[src/rtl/countdown_timer.sv]
`default_nettype none
// ============================================================================
// Module   : countdown_timer
// Purpose  : BCD mm:ss countdown timer (00:00-99:59) advanced by the one-cycle
//            prescaler rollover strobe. Load/start/pause/clear control through
//            a four-state FSM (IDLE, RUN, PAUSE, ALARM). Expiry raises a
//            one-cycle done pulse and holds alarm for ALARM_TICKS ticks.
// Ports    : clk, aclr (async, active high)
//            tick, load, start, pause, clear  - one-cycle requests
//            load_min / load_sec              - BCD load value
//            min_bcd / sec_bcd                - current count, BCD
//            state, running, alarm            - FSM status
//            done, load_err                   - one-cycle event pulses
// Revision : 1.0 - initial release
// ============================================================================
module countdown_timer #(
  parameter int unsigned ALARM_TICKS = 10
) (
  input  logic       clk,
  input  logic       aclr,
  input  logic       tick,
  input  logic       load,
  input  logic       start,
  input  logic       pause,
  input  logic       clear,
  input  logic [7:0] load_min,
  input  logic [7:0] load_sec,
  output logic [7:0] min_bcd,
  output logic [7:0] sec_bcd,
  output logic [1:0] state,
  output logic       running,
  output logic       done,
  output logic       alarm,
  output logic       load_err
);

  localparam logic [1:0] c_IDLE  = 2'd0;
  localparam logic [1:0] c_RUN   = 2'd1;
  localparam logic [1:0] c_PAUSE = 2'd2;
  localparam logic [1:0] c_ALARM = 2'd3;

  localparam logic [7:0] c_ALARM_LAST = 8'(ALARM_TICKS);

  logic [1:0] state_q, state_d;
  logic [7:0] min_q, min_d;
  logic [7:0] sec_q, sec_d;
  logic [7:0] acnt_q, acnt_d;
  logic       done_q, done_d;
  logic       load_err_q, load_err_d;
  logic       running_q, alarm_q;

  logic [7:0] w_dec_min;
  logic [7:0] w_dec_sec;
  logic       w_load_ok;
  logic       w_cnt_zero;
  logic       w_cnt_one;
  logic       w_ld_state;

  assign w_load_ok  = (load_min[7:4] <= 4'd9) && (load_min[3:0] <= 4'd9) &&
                      (load_sec[7:4] <= 4'd5) && (load_sec[3:0] <= 4'd9);
  assign w_cnt_zero = (min_q == 8'h00) && (sec_q == 8'h00);
  assign w_cnt_one  = (min_q == 8'h00) && (sec_q == 8'h01);
  assign w_ld_state = (state_q == c_IDLE) || (state_q == c_PAUSE);

  // Digit-wise BCD decrement with borrow ripple; each digit wraps within its
  // own legal range so the fields never leave BCD.
  always_comb begin
    w_dec_sec = sec_q;
    w_dec_min = min_q;
    if (sec_q[3:0] != 4'd0) begin
      w_dec_sec[3:0] = sec_q[3:0] - 4'd1;
    end else begin
      w_dec_sec[3:0] = 4'd9;
      if (sec_q[7:4] != 4'd0) begin
        w_dec_sec[7:4] = sec_q[7:4] - 4'd1;
      end else begin
        w_dec_sec[7:4] = 4'd5;
        if (min_q[3:0] != 4'd0) begin
          w_dec_min[3:0] = min_q[3:0] - 4'd1;
        end else if (min_q[7:4] != 4'd0) begin
          w_dec_min[3:0] = 4'd9;
          w_dec_min[7:4] = min_q[7:4] - 4'd1;
        end
      end
    end
  end

  // Request priority chain: clear > load > start > pause > tick. A request
  // that does not apply in the current state falls through to the next one.
  always_comb begin
    state_d    = state_q;
    min_d      = min_q;
    sec_d      = sec_q;
    acnt_d     = acnt_q;
    done_d     = 1'b0;
    load_err_d = 1'b0;
    if (clear) begin
      state_d = c_IDLE;
      min_d   = 8'h00;
      sec_d   = 8'h00;
      acnt_d  = 8'd0;
    end else if (load && w_ld_state) begin
      if (w_load_ok) begin
        min_d = load_min;
        sec_d = load_sec;
      end else begin
        load_err_d = 1'b1;
      end
    end else if (start && w_ld_state && !w_cnt_zero) begin
      state_d = c_RUN;
    end else if (pause && (state_q == c_RUN)) begin
      state_d = c_PAUSE;
    end else if (tick) begin
      if (state_q == c_RUN) begin
        if (w_cnt_one) begin
          min_d   = 8'h00;
          sec_d   = 8'h00;
          state_d = c_ALARM;
          done_d  = 1'b1;
          acnt_d  = 8'd0;
        end else begin
          min_d = w_dec_min;
          sec_d = w_dec_sec;
        end
      end else if (state_q == c_ALARM) begin
        if (acnt_q + 8'd1 == c_ALARM_LAST) begin
          state_d = c_IDLE;
          acnt_d  = 8'd0;
        end else begin
          acnt_d = acnt_q + 8'd1;
        end
      end
    end
  end

  always_ff @(posedge clk or posedge aclr) begin
    if (aclr) begin
      state_q    <= c_IDLE;
      min_q      <= 8'h00;
      sec_q      <= 8'h00;
      acnt_q     <= 8'd0;
      done_q     <= 1'b0;
      load_err_q <= 1'b0;
      running_q  <= 1'b0;
      alarm_q    <= 1'b0;
    end else begin
      state_q    <= state_d;
      min_q      <= min_d;
      sec_q      <= sec_d;
      acnt_q     <= acnt_d;
      done_q     <= done_d;
      load_err_q <= load_err_d;
      // Status flags registered from the next state so they are true flops.
      running_q  <= (state_d == c_RUN);
      alarm_q    <= (state_d == c_ALARM);
    end
  end

  assign min_bcd  = min_q;
  assign sec_bcd  = sec_q;
  assign state    = state_q;
  assign running  = running_q;
  assign done     = done_q;
  assign alarm    = alarm_q;
  assign load_err = load_err_q;

endmodule
`default_nettype wire

[config.mk]
export PLATFORM = sky130hd
export DESIGN_NAME = countdown_timer
export DESIGN_NICKNAME = d
export VERILOG_FILES = /design/src/rtl/countdown_timer.sv
export SDC_FILE = /design/constraint.sdc
export NUM_CORES = 1
export LEC_CHECK = 0
export CORE_AREA = 2 2 69 71
export CTS_CLUSTER_SIZE = 10
export DETAILED_ROUTE_END_ITERATION = 10
export DIE_AREA = 0 0 71 73
export PLACE_DENSITY = 0.74
export SYNTH_ARGS = -nofsm -noshare
export SYNTH_HDL_FRONTEND = slang
export SYNTH_SLANG_ARGS = --single-unit
[constraint.sdc]
create_clock -name clk -period 2.8 [get_ports clk]
set_input_delay 0.42 -clock clk [delete_from_list [all_inputs] [get_ports clk]]
set_output_delay 0.42 -clock clk [all_outputs]
set_load 0.05 [all_outputs]
* Word level (Yosys, flattened, before mapping) *
Index checks and enable logic that the tools add are counted.

storage, ports and cells
  bits in writable memories = 0
  bits in registers = 30
  bits of input ports = 23
  latch bits = 0
  memories = 0
  output and inout port bits = 22
  bits in read-only memories = 0
  logic and storage cells = 117

operators by class
  equal/unequal tests = 17
  reduce and logical (&&, ||, !) cells = 29
  magnitude comparators = 4
  shift-type cells = 0
  add/subtract/negate cells = 5
  multiply operators = 0
  bitwise gates (word level) = 0
  muxes and demuxes = 52
  div/mod/pow operators = 0

operators by type and width
  kind                   number
  $mux W8                28
  $mux W4                5
  $reduce_bool A4 Y1     5
  $mux W2                9
  $logic_not A8 Y1       2
  $sub A4 B1 Y4 const B  4
  $le A4 B4 Y1 const B   3
  $ne A3 B3 Y1 const B   4
  $ne A4 B3 Y1 const B   3
  $reduce_and A6 Y1      2
  $mux W1                10
  $logic_and A1 B1 Y1    9
  $reduce_and A9 Y1      1
  $reduce_bool A3 Y1     3
  $add A8 B1 Y8 const B  1
  $eq A8 B1 Y1 const B   1
  $eq A8 B4 Y1 const B   1
  $reduce_and A8 Y1      1
  $eq A2 B2 Y1 const B   3
  $ne A2 B2 Y1 const B   3
  $reduce_and A5 Y1      1
  $reduce_bool A5 Y1     1
  $eq A2 B1 Y1 const B   2
  $le A4 B3 Y1 const B   1
  other kinds (4)        4

* Longest topological paths before layout *
Gate-level depths: netlist of the first run.

  depth after elaboration = 12
  mapped depth = 8

* Worst setup path before layout of the first run *
Ideal clock, no wire load.

  path kind = register to register
  start point = register min_q[0] (netlist: min_bcd[0])
  end point = register min_q[2] (netlist: min_bcd[2])
  cell stages (with the launch flop) = 8
  arrival time = 2.558 ns
  path slack = 0.121 ns
  period minus slack after synthesis = 2.679 ns
  setup time = 0.121 ns
  path through = dfrtp_1 -> inv_1 -> ha_1 -> or3b_4 -> or4_4 -> a311oi_4 -> o21ai_1 -> a22o_1

on the way
  longest elaborated chain between the ends = 11
  elaborated cells between the ends (all ways) = 22
  classes of those cells = add/sub: 1; eq/ne: 3; mux: 10; reduce/logical: 8

RTL lines
  element                                                     line    source
  start: declaration                                          45      logic [7:0] min_q, min_d;
  start signal: assignment                                    148     min_q <= min_d;
  $sub A4 B1 Y4 / $reduce_bool A4 Y1 (equally long branches)  79, 78
  $mux W4                                                     78      if (min_q[3:0] != 4'd0) begin
  $mux W8                                                     74      if (sec_q[7:4] != 4'd0) begin
  $mux W8                                                     70      if (sec_q[3:0] != 4'd0) begin
  $mux W8                                                     115     if (w_cnt_one) begin
  $mux W8                                                     114     if (state_q == c_RUN) begin
  $mux W8                                                     113     end else if (tick) begin
  $mux W8                                                     111     end else if (pause && (state_q == c_RUN)) begin
  $mux W8                                                     109     end else if (start && w_ld_state && !w_cnt_zero) begin
  $mux W8                                                     102     end else if (load && w_ld_state) begin
  $mux W8                                                     97      if (clear) begin

Several ways; a longest one is shown, not always the timed one. The select of a mux whose other input is x is not followed.
A chain may end at the register's enable or synchronous reset.

* Worst setup path after layout of the first run *
  start point = register min_q[0] (netlist: min_bcd[0])
  end point = register sec_q[5] (netlist: sec_bcd[5])

on the way
  longest elaborated chain between the ends = 9
  elaborated cells between the ends (all ways) = 15
  classes of those cells = eq/ne: 2; mux: 7; reduce/logical: 6

RTL lines
  element                 line    source
  $logic_not A8 Y1 (*)    61, 62
  $logic_and A1 B1 Y1     62      assign w_cnt_one = (min_q == 8'h00) && (sec_q == 8'h01);
  $mux W8                 115
  $mux W8                 114
  $mux W8                 113
  $mux W8                 111
  $mux W8                 109
  $mux W8                 102
  $mux W8                 97
  end signal: assignment  140     sec_q <= 8'h00;
  end signal: assignment  149     sec_q <= sec_d;
  end: declaration        46      logic [7:0] sec_q, sec_d;

Mark *: on every way between the ends. The rest lies on a longest branch, timed or not. The select of a mux whose other input is x is not followed.

==> results of run 1 <==
-- kinds of logic after synthesis --
family	count (synthesis)	synth area share, %
buffers and inverters	26	5.38
flip-flops	30	38.4
XOR/XNOR	1	0.449
AO/OA/AOI/OAI	73	26.6
AND/OR/NAND/NOR	77	21.8
multiplexers	4	2.24
adder cells (fa/ha/maj)	8	5.13
-- worst max-delay path, stage by stage, from the launching register on --
cell	delay [ns]
dfrtp_1	0.43
inv_1	0.12
ha_1	0.19
or3b_4	0.42
or4_4	0.59
nand2_1	0.30
o21ai_2	0.14
mux2_1	0.34
-- per-layer routing --
metal | up-vias | share of wire (%) | global-route usage (%)
li1 | 926 | - | -
met1 | 937 | 43 | 26.9
met2 | 60 | 49 | 32.6
met3 | 13 | 5.8 | 3.87
met4 | 0 | 2.5 | 9.64
met5 | - | 0 | 0
-- cell usage in the layout, fill, tap and decap left out, types with 3 or more instances in the layout --
master,instances
a21oi_1,9
a22oi_1,4
a31oi_1,5
a32oi_1,5
buf_4,11
clkbuf_8,8
clkdlybuf4s50_1,44
dfrtp_1,30
ha_1,8
inv_1,19
nand2_1,22
nand3_1,5
nor2_1,16
nor3_1,3
nor3b_1,6
o211ai_1,3
o21ai_0,20
o221ai_1,4
o2bb2ai_1,6
-- cell type report --
type	instances	share of cell area (%)
repair buffers	55	20.0
clock buffers	8	4.20
well taps	54	2.58
multi-input cells	163	41.9
inverters	19	2.72
flip-flops and latches	30	28.7
-- power by group through the flow --
stage	Combinational, mW	Clock, mW	Sequential (mW)
after detailed placement	0.818	0	0.597
after global routing	0.874	0.439	0.605
after CTS	0.820	0.422	0.590
after floorplan	0.320	0	0.803
final	0.818	0.418	0.590
after global placement	0.800	0	0.596
-- stage by stage --
stage | power, mW | TNS, ns | worst slack, ns | utilization, %
detailed placement | 1.41 | -0.0562 | -0.0299 | 55.3
global placement | 1.40 | 0 | 0.0668 | 55.3
floorplan | 1.12 | 0 | 0.121 | -
finish | 1.83 | 0 | 0.149 | 57.8
global route | 1.92 | 0 | 0.0233 | 57.8
CTS | 1.83 | 0 | 0.148 | 57.8
-- registers in the layout, summed over array words and instances, names as in the netlist --
register and count:
running 1, state 2, done 1, load_err 1, alarm 1, acnt_q 8, min_bcd 8, sec_bcd 8
-- cells in the mapped netlist (3+ instances only) --
| cell | n |
|---|---|
| a31oi_1 | 5 |
| o211ai_1 | 3 |
| a21oi_1 | 9 |
| nand3_1 | 5 |
| nand2_1 | 22 |
| o221ai_1 | 4 |
| ha_1 | 8 |
| o2bb2ai_1 | 6 |
| a32oi_1 | 5 |
| inv_1 | 19 |
| nor2_1 | 16 |
| dfrtp_1 | 30 |
| nor3_1 | 3 |
| nor3b_1 | 6 |
| clkbuf_1 | 3 |
| a22oi_1 | 4 |
| o21ai_0 | 20 |
-- final timing paths --
check,endpoint
setup / recovery,sec_bcd[5]
hold / removal,running
setup reg to reg,sec_bcd[5]
hold reg to reg,min_bcd[1]
max in group asynchronous,sec_bcd[3]
min in group clk,min_bcd[1]
==> flow_summary.toml, run 1 <==
[clock_tree]
cts_buffers = 5
cts_hold_buf = 0
clk_pin_slew_ns = 0.07
cts_tree = "built"
clk_latency_ns = 0.28
htreeDepth = 2
clock-root-buffer = "clkbuf_8"
postCtsSetupBuffers = 0
clock-sinks = 30
clock_path_buffers = 2
cts_resized = 0

[sta]
max_freq_mhz = 377
drv_slew = 0
final_hold_viol_count = 0
max_slew_margin_pct = 56.0
setup_viol = 0
holdWs_ns = 0.518
fin_crit_ns = 2.65
rsz0062_at_grt = "no"
min_period_over_period_pct = 94.7
finalClockSkew_ns = 0.00357
worst_pin_slew_ns = 0.657

[drt]
drt_iter0_drc = 109
remaining_drc_errors = 0
viasPerCell = 5.88
drtAntennaViolNets = 0
firstDrtPassIters = 4
wirelength_mm = 5.00
vias = 1936
routedWlPerCell_um = 15.2

[logic_synthesis]
synth_edf_count = 0
syn_inst = 219
ys_types = 57
synth_top_area_share_pct = 38.4
ys_ff_latch = 30
synth_top_area_cell = "dfrtp_1"
syn_area_sq_mm = 0.00195
async_flop_share_pct = 100
synthTopCellsByArea = "dfrtp_1 (38%), ha_1 (5.1%), o21ai_0 (5.1%), nand2_1 (4.2%), inv_1 (3.7%)"
synth.net_count = 250
synth_area_per_cell_sq_um = 8.92
ys_warn_count = 0
synthFlopType = "dfrtp_1"
ys_seq_area_share_pct = 38.4

[power_and_ir_drop]
p_sw_mw = 0.751
p_leak_nw = 1.06
comb_power_share_pct = 44.8
pwr_density_cell_mw_per_mm2 = 697
clkPwrFrac_pct = 22.9
switching_share_pct = 41.2
p_seq_share_pct = 32.3
vdd_drop_max_mv = 0.577
intPower_mw = 1.07

[finish]
antenna_cells = 0
final-seq-area_sq_um = 751
multi_input_area_sq_mm = 0.00110
fin_cells = 329
fillers = 403
fin_nets = 305
finalInstanceArea_sq_mm = 0.00262
syn_to_final_growth_pct = 34.1
drive_above_1_share_pct = 13.1

[die]
io_pins = 45
die_area_sq_mm = 0.00518
die_w_um = 71
die_h_um = 73
rows = 25
start_util_pct = 43.1
core_area_sq_mm = 0.00454

[outcome]
status = "completed"

[worst_setup_path]
crit_required_ns = 2.97
cp-end-kind = "register"
crit_start = "min_bcd[0]"
crit_type = "register to register"
path_max_fanout = 9
r2r_start = "min_bcd[0]"
cp-start-kind = "register"
crit_arrival_ns = 2.82
rr_worst_depth = 7
r2r_slack_ns = 0.15

[place]
placed_cell_area_sq_mm = 0.00251
placed_cells = 321
dpl.hpwl_mm = 3.75
port_buffers = 44
gp_congestion = 0.889

[grt]
grt_max_degree = 31
grt_pass1_vias = 1813
overflow = 0
antenna_found_initial = 0
grt_usage_pct = 20.4
grt_pass1_wl_mm = 8.35

[hold_path]
min_path_type = "input port to asynchronous set/reset pin"

[job]
cap_violations = 0
(Power assumes the default switching activity.)
==> run 2, diff against run 1 <==
--- a/config.mk
+++ b/config.mk
@@ -9,7 +9,9 @@
 export CTS_CLUSTER_SIZE = 10
 export DETAILED_ROUTE_END_ITERATION = 10
 export DIE_AREA = 0 0 71 73
+export MAX_ROUTING_LAYER = met4
 export PLACE_DENSITY = 0.74
 export SYNTH_ARGS = -nofsm -noshare
 export SYNTH_HDL_FRONTEND = slang
 export SYNTH_SLANG_ARGS = --single-unit
+export TNS_END_PERCENT = 5
==> run 2 against run 1 <==
  * Total power hardly changed
  * Sequential cell count stayed put
  * Worst setup slack hardly changed
  * Sequential power hardly changed
  * Routed wire length hardly changed
  * Critical path depth stayed put
==> flow_summary.toml, run 2 (synthesis results as in run 1) <==
[place]
dp_slack_ns = -0.0299
dpl.hpwl_mm = 3.75
port_buffers = 44
placed_cell_area_sq_mm = 0.00251
gp_congestion = 0.904

[finish]
antenna_cells = 0
finalInstanceArea_sq_mm = 0.00262
fin_nets = 305
fillers = 403
final_common_cell = "clkdlybuf4s50_1"
drive_above_1_share_pct = 13.1
syn_to_final_growth_pct = 34.1
mostFrequentLayoutCells = "clkdlybuf4s50_1 (44), dfrtp_1 (30), nand2_1 (22)"

[sta]
fin_crit_ns = 2.65
fin_setup_tns_ns = 0
finalClockSkew_ns = 0.00361
worst_pin_slew_ns = 0.658
layout_setup_ws_ns = 0.149
holdWs_ns = 0.519
max_freq_mhz = 377
rsz0062_at_grt = "no"
max_slew_margin_pct = 55.9
drv_slew = 0
min_period_over_period_pct = 94.7
setup_viol = 0
final_hold_viol_count = 0

[grt]
grt_max_degree = 31
antenna_found_initial = 0
overflow = 0
grt_usage_pct = 21.0
grt_pass1_vias = 1813
grt_pass1_wl_mm = 8.34

[clock_tree]
clock-root-buffer = "clkbuf_8"
cts_resized = 0
cts_tree = "built"
clock-sinks = 30
clock_path_buffers = 2
clk_latency_ns = 0.28
htreeDepth = 2
cts_hold_buf = 0
postCtsSetupBuffers = 0
cts_buffers = 5
clk_pin_slew_ns = 0.07

[hold_path]
min_path_type = "input port to asynchronous set/reset pin"

[outcome]
status = "completed"

[worst_setup_path]
path_max_fanout = 9
cp-start-kind = "register"
crit_required_ns = 2.96
crit_type = "register to register"
crit_start = "min_bcd[0]"
cp-end-kind = "register"
crit_arrival_ns = 2.82
r2r_slack_ns = 0.15
r2r_start = "min_bcd[0]"

[drt]
drt_iter0_drc = 109
routedWlPerCell_um = 15.2
viasPerCell = 5.88
firstDrtPassIters = 4
remaining_drc_errors = 0
vias = 1936
drtAntennaViolNets = 0
wirelength_mm = 5.00

[die]
start_util_pct = 43.1
die_w_um = 71
core_area_sq_mm = 0.00454
rows = 25
die_h_um = 73
io_pins = 45
die_area_sq_mm = 0.00518

[power_and_ir_drop]
pwr_density_cell_mw_per_mm2 = 697
vdd_drop_max_mv = 0.577
p_leak_nw = 1.06

[job]
cap_violations = 0
-- run 2: cell counts in the layout (fill, tap and decap cells not counted) --
No cell type changed its count.
-- run 2: worst max-delay path: stages, from the launching register on --
cell and delay, ns:
dfrtp_1 0.43, inv_1 0.12, ha_1 0.19, or3b_4 0.42, or4_4 0.59, nand2_1 0.30
o21ai_2 0.14, mux2_1 0.34
-- run 2: stage by stage --
stage	cells	utilization [%]	power, mW
2_1_floorplan	219	-	1.12
3_3_place_gp	321	55.3	1.40
3_5_place_dp	321	55.3	1.41
4_1_cts	329	57.8	1.83
5_1_grt	329	57.8	1.92
6_report	329	57.8	1.83
-- run 2: path summary, 6_finish.rpt --
kind	to	depth (start not counted)
worst max-delay path	sec_bcd[5]	7
worst min-delay path	running	3
worst max register to register	sec_bcd[5]	7
worst min register to register	min_bcd[1]	1
max in group asynchronous	sec_bcd[3]	3
min in group clk	min_bcd[1]	1
-- run 2: power breakdown --
group	switching, mW	total, mW	internal [mW]	leakage (nW)
clock	0.169	0.418	0.248	0.0575
sequential	0.0926	0.590	0.497	0.395
combinational	0.489	0.818	0.329	0.609
-- run 2: metal layers --
metal	global-route usage, %	share of wire (%)	up-vias	wire, um
li1	-	-	926	-
met1	26.9	43	937	2140
met2	32.6	49	60	2440
met3	3.87	5.8	13	290
met4	9.64	2.4	0	122
met5	-	0	-	0
-- run 2: area by class of cell --
cell class	instances	area, sq um	share of cell area (%)
clock buffer	8	110	4.20
inverter	19	71.3	2.72
multi-input combinational	163	1100	41.9
sequential	30	751	28.7
tap	54	67.6	2.58
timing repair buffer	55	523	20.0
